[src/rtl/id_hazard_scheduler.sv]
// ID-stage interlock: per-register write scoreboard, RAW stall and branch/jump flush sequencing.
// Optional HAZARD_STATS_EN adds stall_cycles / flush_count statistics outputs.
module id_hazard_scheduler #(
    parameter int CNT_W          = 2,
    parameter int BRANCH_PENALTY = 1
) (
    input  logic        Clk,
    input  logic        Reset,
    input  logic        id_valid,
    input  logic [4:0]  readSelect1,
    input  logic [4:0]  readSelect2,
    input  logic        uses_rs,
    input  logic        uses_rt,
    input  logic        dest_valid,
    input  logic [4:0]  dest_sel,
    input  logic        PCSource,
    input  logic        writeEnable,
    input  logic [4:0]  writeSelect,
    output logic        id_ready,
    output logic        id_issue,
    output logic        id_ex_bubble,
    output logic        pc_hold,
    output logic        if_id_flush,
    output logic [31:0] busy_vec
`ifdef HAZARD_STATS_EN
    ,
    output logic [31:0] stall_cycles,
    output logic [15:0] flush_count
`endif
);

    typedef enum logic [1:0] {RUN, STALL, FLUSH} state_t;

    localparam logic [CNT_W-1:0] PEND_MAX   = '1;
    localparam logic [CNT_W-1:0] PEND_ONE   = 1;
    localparam logic [2:0]       FLUSH_INIT = 3'(BRANCH_PENALTY - 1);

    state_t                  state_q, state_d;
    logic [2:0]              flush_q, flush_d;
    logic [31:0][CNT_W-1:0]  pend_q, pend_d;
    logic                    hazard, inc, dec, same_reg;

    // pend_q[0] is never written, so reads of register 0 never see a pending write.
    always_comb begin
        hazard = id_valid & ((uses_rs & (pend_q[readSelect1] != '0))
                           | (uses_rt & (pend_q[readSelect2] != '0))
                           | (dest_valid & (dest_sel != 5'd0) & (pend_q[dest_sel] == PEND_MAX)));
    end

    always_comb begin
        id_ready     = 1'b0;
        id_issue     = 1'b0;
        id_ex_bubble = 1'b0;
        pc_hold      = 1'b0;
        if_id_flush  = 1'b0;
        state_d      = state_q;
        flush_d      = flush_q;
        case (state_q)
            RUN, STALL: begin
                if (hazard) begin
                    id_ex_bubble = 1'b1;
                    pc_hold      = 1'b1;
                    state_d      = STALL;
                end else if (id_valid) begin
                    id_issue = 1'b1;
                    id_ready = 1'b1;
                    state_d  = RUN;
                    if (PCSource) begin
                        if_id_flush = 1'b1;
                        state_d     = FLUSH;
                        flush_d     = FLUSH_INIT;
                    end
                end else begin
                    id_ex_bubble = 1'b1;
                    id_ready     = 1'b1;
                    state_d      = RUN;
                end
            end
            FLUSH: begin
                id_ex_bubble = 1'b1;
                if_id_flush  = 1'b1;
                id_ready     = 1'b1;
                if (flush_q == 3'd0) state_d = RUN;
                else                 flush_d = flush_q - 3'd1;
            end
            default: state_d = RUN;
        endcase
        // Outputs are combinational, so force them quiet while reset is held.
        if (!Reset) begin
            id_ready     = 1'b0;
            id_issue     = 1'b0;
            id_ex_bubble = 1'b0;
            pc_hold      = 1'b0;
            if_id_flush  = 1'b0;
        end
    end

    // A write-back and a new issue to the same register cancel out.
    always_comb begin
        inc      = id_issue & dest_valid & (dest_sel != 5'd0) & (pend_q[dest_sel] != PEND_MAX);
        dec      = writeEnable & (writeSelect != 5'd0) & (pend_q[writeSelect] != '0);
        same_reg = (writeSelect == dest_sel);
        pend_d   = pend_q;
        if (inc && !(dec && same_reg)) pend_d[dest_sel]    = pend_q[dest_sel] + PEND_ONE;
        if (dec && !(inc && same_reg)) pend_d[writeSelect] = pend_q[writeSelect] - PEND_ONE;
    end

    always_comb begin
        for (int i = 0; i < 32; i++) busy_vec[i] = (pend_q[i] != '0);
    end

    always_ff @(posedge Clk or negedge Reset) begin
        if (!Reset) begin
            state_q <= RUN;
            flush_q <= 3'd0;
            pend_q  <= '0;
        end else begin
            state_q <= state_d;
            flush_q <= flush_d;
            pend_q  <= pend_d;
        end
    end

`ifdef HAZARD_STATS_EN
    logic [31:0] stall_cycles_q;
    logic [15:0] flush_count_q;

    always_ff @(posedge Clk or negedge Reset) begin
        if (!Reset) begin
            stall_cycles_q <= 32'd0;
            flush_count_q  <= 16'd0;
        end else begin
            if (state_q == STALL && hazard) stall_cycles_q <= stall_cycles_q + 32'd1;
            if (id_issue && PCSource && flush_count_q != 16'hFFFF) flush_count_q <= flush_count_q + 16'd1;
        end
    end

    assign stall_cycles = stall_cycles_q;
    assign flush_count  = flush_count_q;
`endif

endmodule

[config.mk]
export PLATFORM = sky130hd
export DESIGN_NAME = id_hazard_scheduler
export DESIGN_NICKNAME = d
export VERILOG_FILES = /design/src/rtl/id_hazard_scheduler.sv
export SDC_FILE = /design/constraint.sdc
export NUM_CORES = 1
export LEC_CHECK = 0
export CORE_MARGIN = 2
export CORE_UTILIZATION = 40
export DETAILED_ROUTE_END_ITERATION = 12
export HOLD_SLACK_MARGIN = 0.02
export PLACE_DENSITY = 0.67
export SYNTH_ARGS = -nofsm -noshare
export SYNTH_HDL_FRONTEND = slang
export SYNTH_SLANG_ARGS = --single-unit
[constraint.sdc]
create_clock -name Clk -period 7.9 [get_ports Clk]
set_input_delay 0.79 -clock Clk [delete_from_list [all_inputs] [get_ports Clk]]
set_output_delay 0.79 -clock Clk [all_outputs]
set_load 0.1 [all_outputs]
==> results.md <==
- The count of mapped cells out of synthesis is 604.
- The clock-pin transition on the worst setup and hold timing paths is approximately 0.060 ns.
- The initial antenna violation count is 0.
- The largest driver fanout on the critical path is 16.
- The count of state elements after synthesis is 69.
- The remaining number of nets flagged by the antenna check after routing is 0.
- The worst max-slew margin expressed relative to the limit is 19.6%.
- The maximum number of pins on one net before global-route repair is 47.
- The final standard cell count with taps included and fillers excluded is 831.
- The floorplan step set the die height to ~130 um.
- The top cell types in the final layout, fill and taps aside, are 125 x mux2i_1, 69 x dfrtp_1, 57 x clkdlybuf4s50_1.
- The initial standard-cell utilization of the core is between 40% and 50%.
- In this run the cell area of the synthesized design comes to 0.00624 sq mm.
- The instance area at placement is about 0.0070 sq mm.
- The worst path in the final design needs a cycle of 6.09 ns, including I/O delays and setup.
- Setup repair after global routing left no endpoint under its margin.
- The total overflow left after global routing is 0.
- In this run the mean area of a mapped cell was between 10 and 15 sq um.
- The largest vdd supply drop is roughly 0.26 mV.
- The highest cell delay on the worst timing path is 1.04 ns.
- Summed over all nets, the half-perimeter wirelength after detailed placement is approximately 15000 um.
- The worst path uses between 70 and 80% of the clock period.
- The largest individual stage delay along the critical path comes from the cell clkdlybuf4s50_1.
- The fraction of final layout cells with drive strength greater than 1 is 21.5%.
- Relative to the synthesized area, the layout overhead comes to 18.3%.
- The library cell used most frequently in the layout, excluding fill and tap cells, is mux2i_1.
- The final weighted congestion in routability-driven placement is around 1.0.
- The async set or reset register ratio after synthesis is 100%.
- The count of final hold-check violations is 0.
- STA classifies the critical path endpoint as an output pin.
- In this run the deepest clock path goes through 2 buffers.
- In the routed layout, each cell is associated on average with a via count of 6.50.
- The average detailed-routed wire length per instance is 25.0 um.
- The endpoint arrival time on the critical path is roughly 5.3 ns.
- The floorplan core area is roughly 0.015 sq mm.
- The tightest hold path in the finished design has a slack of ~0.46 ns.
- The worst path meets setup with 1.81 ns of slack.
- The number of diodes is 0.
- The final layout net count is 670.
- The final design instance area without fill is between 0.007 and 0.008 sq mm.
- The sequential-to-total area share from yosys stat is 27.7%.
- The insertion delay to the later sink of the worst-skew pair is ~0.36 ns.
- The number of pins with negative max-slew slack in the final report is 0.
- The count of clock tree sinks is 69.
- The total negative slack for setup checks is 0 ns.
- In this design, the largest share of critical-path delay is due to buffers and inverters.
- The area enclosed by the die boundary is 0.0166 sq mm.
- The wire length of the first global-routing pass is 32200 um.
- Including well taps, the total number of placed cells is roughly 820.
- In this run, the number of DRC markers left after iteration 0 of detailed routing was between 600 and 700.
- The leakage power of the design is between 2 and 3 nW.
- The count of yosys warnings during synthesis is 0.
- The top flip-flop cell by instance count after synthesis is dfrtp_1.
- The max-capacitance violation count is 0.
- The number of gates given a new drive strength after cts is 0.
- The critical path goes through clkdlybuf4s50_1 > buf_4 > mux4_2 > a22oi_1 > nand3_1 > a221oi_2 > inv_1 > ha_1 > a311oi_1 > nand4_2 > nor3_1 > nand2_1 > a21boi_0 > buf_4.
- The number of hold buffers added after CTS was 0.
- The number of nets produced by synthesis is roughly 640.
- The total length of routed wires is about 21000 um.
- Pin placement for this block handled 65 I/O pins.
- The via count of the first global-routing pass is 5372.
- The type of the worst setup path is input pin to output pin.
- The completed layout was analyzed and its total power is 2.50 mW.
- The worst min-delay path class is input pin to async pin.
- The synthesized design contains 0 enable-type register cells.
- After floorplanning, the core was divided into between 40 and 50 placement rows.
- At the placement stage, the worst setup path has a slack of 1.81 ns.
- The highest attainable clock frequency is 0.164 GHz.
- The vias after detailed routing is 5403.
- The depth of the CTS H-tree is 3.
- In this run the post-CTS setup repair buffer count came out at 0.
- For this design the ratio of total power to cell area is 339 mW/mm^2.
- The count of distinct cell types in the synthesized netlist is 62.
- In this run the tool buffered the top-level ports with 64 buffer cells.
- The total routing resource utilization after global routing is 25.9%.
- The measured slew at the worst slew-check pin is 1.21 ns.
- Setup violations remaining at the end of the flow were counted as 0.
- In the routed design, unresolved DRC markers number 0.
- The flow ran to the end, and the final reports show no timing, DRC or antenna violations.
- The detailed-routing iteration count for the pre-antenna-repair pass is 5.
- Measured along the x axis, the die boundary spans 129 um.
- The total buffers and inverters traversed by the critical path is 4.
- By instance count, the cell type seen most on the critical path is buf_4.
- The buffer type at the clock tree root is clkbuf_16.
- The post-layout utilization of the core is about half.
- The number of CTS-inserted buffers is 9.
- The required time reported for the critical path endpoint is slightly above 7 ns.
- TritonCTS built the clock tree.
- Across the routed clock network, the largest skew measured is about 0.0059 ns.
- The worst setup path is launched from an input pin.
==> cells by family (layout without fill, tap and decap cells) <==
kind of cell             Yosys count  count (layout)  synth area share [%]
AO/OA/AOI/OAI                     41              41                  5.18
XOR/XNOR                           5               5                 0.702
adder cells (fa/ha/maj)            4               4                 0.803
buffers and inverters             89             128                  5.94
flip-flops                        69              69                  27.7
multiplexers                     170             170                  35.8
AND/OR/NAND/NOR                  226             226                  23.9
==> per-layer routing <==
layer	up-vias	global-route usage (%)	wire length, um
li1	2333	-	-
met1	2704	36.9	9000
met2	324	37.8	8970
met3	40	7.11	2280
met4	2	9.14	524
met5	-	1.76	43
==> worst paths after layout <==
| check | from | to | slack (ns) | cells after the start |
|---|---|---|---|---|
| max in group asynchronous | Reset | pend_q[28] | 6.35 | 2 |
| min | Reset | pend_q[39] | 0.46 | 1 |
| max | dest_sel[0] | if_id_flush | 1.81 | 14 |
| max reg2reg | pend_q[30] | pend_q[15] | 4.10 | 13 |
| min in group Clk | pend_q[1] | pend_q[1] | 0.50 | 0 |
| min reg2reg | pend_q[1] | pend_q[1] | 0.50 | 0 |
==> report_power, final <==
| part | total, mW | switching [mW] | internal, mW |
|---|---|---|---|
| Combinational | 1.39 | 1.00 | 0.392 |
| Clock | 0.541 | 0.161 | 0.380 |
| Sequential | 0.563 | 0.123 | 0.440 |
==> cell usage after synthesis, drive strengths merged (2+ instances only) <==
cell    number  share of area (%)
nand3b       8               0.96
nand2       19                1.1
nand3       26                2.1
a21oi        6               0.48
ha           4               0.80
xor2         2               0.28
dfrtp       69                 28
or3b         2               0.28
mux2         3               0.54
mux4        42                 15
a21boi       2               0.30
nor3b        5               0.60
mux2i      125                 20
a211oi       2               0.24
or4          3               0.48
nor2        38                2.3
buf         22                1.9
a311oi       3               0.42
and3         4               0.40
a22oi       10                1.2
o21ai        3               0.24
and2         4               0.40
nor4        15                3.7
nor3        56                6.2
or2         10                1.0
o311ai       3               0.42
a221oi       2               0.28
a31oi        2               0.20
xnor2        3               0.42
nand4       11                1.2
nand2b       5               0.50
or3          6               0.92
inv         36                2.2
nor4b        4               0.56
nor2b        7               0.70
clkbuf      31                1.9
==> sequential cells by signal, summed over array words and instances, names as in the netlist <==
| signal | count |
|---|---|
| flush_q | 3 |
| pend_q | 64 |
| state_q | 2 |
==> cell type report <==
| class | instances | area [sq um] |
|---|---|---|
| sequential | 69 | 1730 |
| timing repair buffer | 76 | 708 |
| multi-input combinational | 446 | 4170 |
| fill | 1407 | 7830 |
| tap | 188 | 235 |
| inverter | 36 | 135 |
| clock inverter | 6 | 158 |
| clock buffer | 10 | 239 |
==> worst reg2reg max path, stage by stage (launching register included) <==
cell and delay (ns):
dfrtp_1 0.45, mux4_2 0.48, nor2b_1 0.16, a21oi_1 0.14, nand3_1 0.10, a221oi_2 0.23
inv_1 0.08, ha_1 0.23, a311oi_1 0.40, nand4_2 0.21, nor3_4 0.23, buf_4 0.54
or3_4 0.28, mux2i_1 0.20
Note: power is estimated with default switching activity, not from simulation.
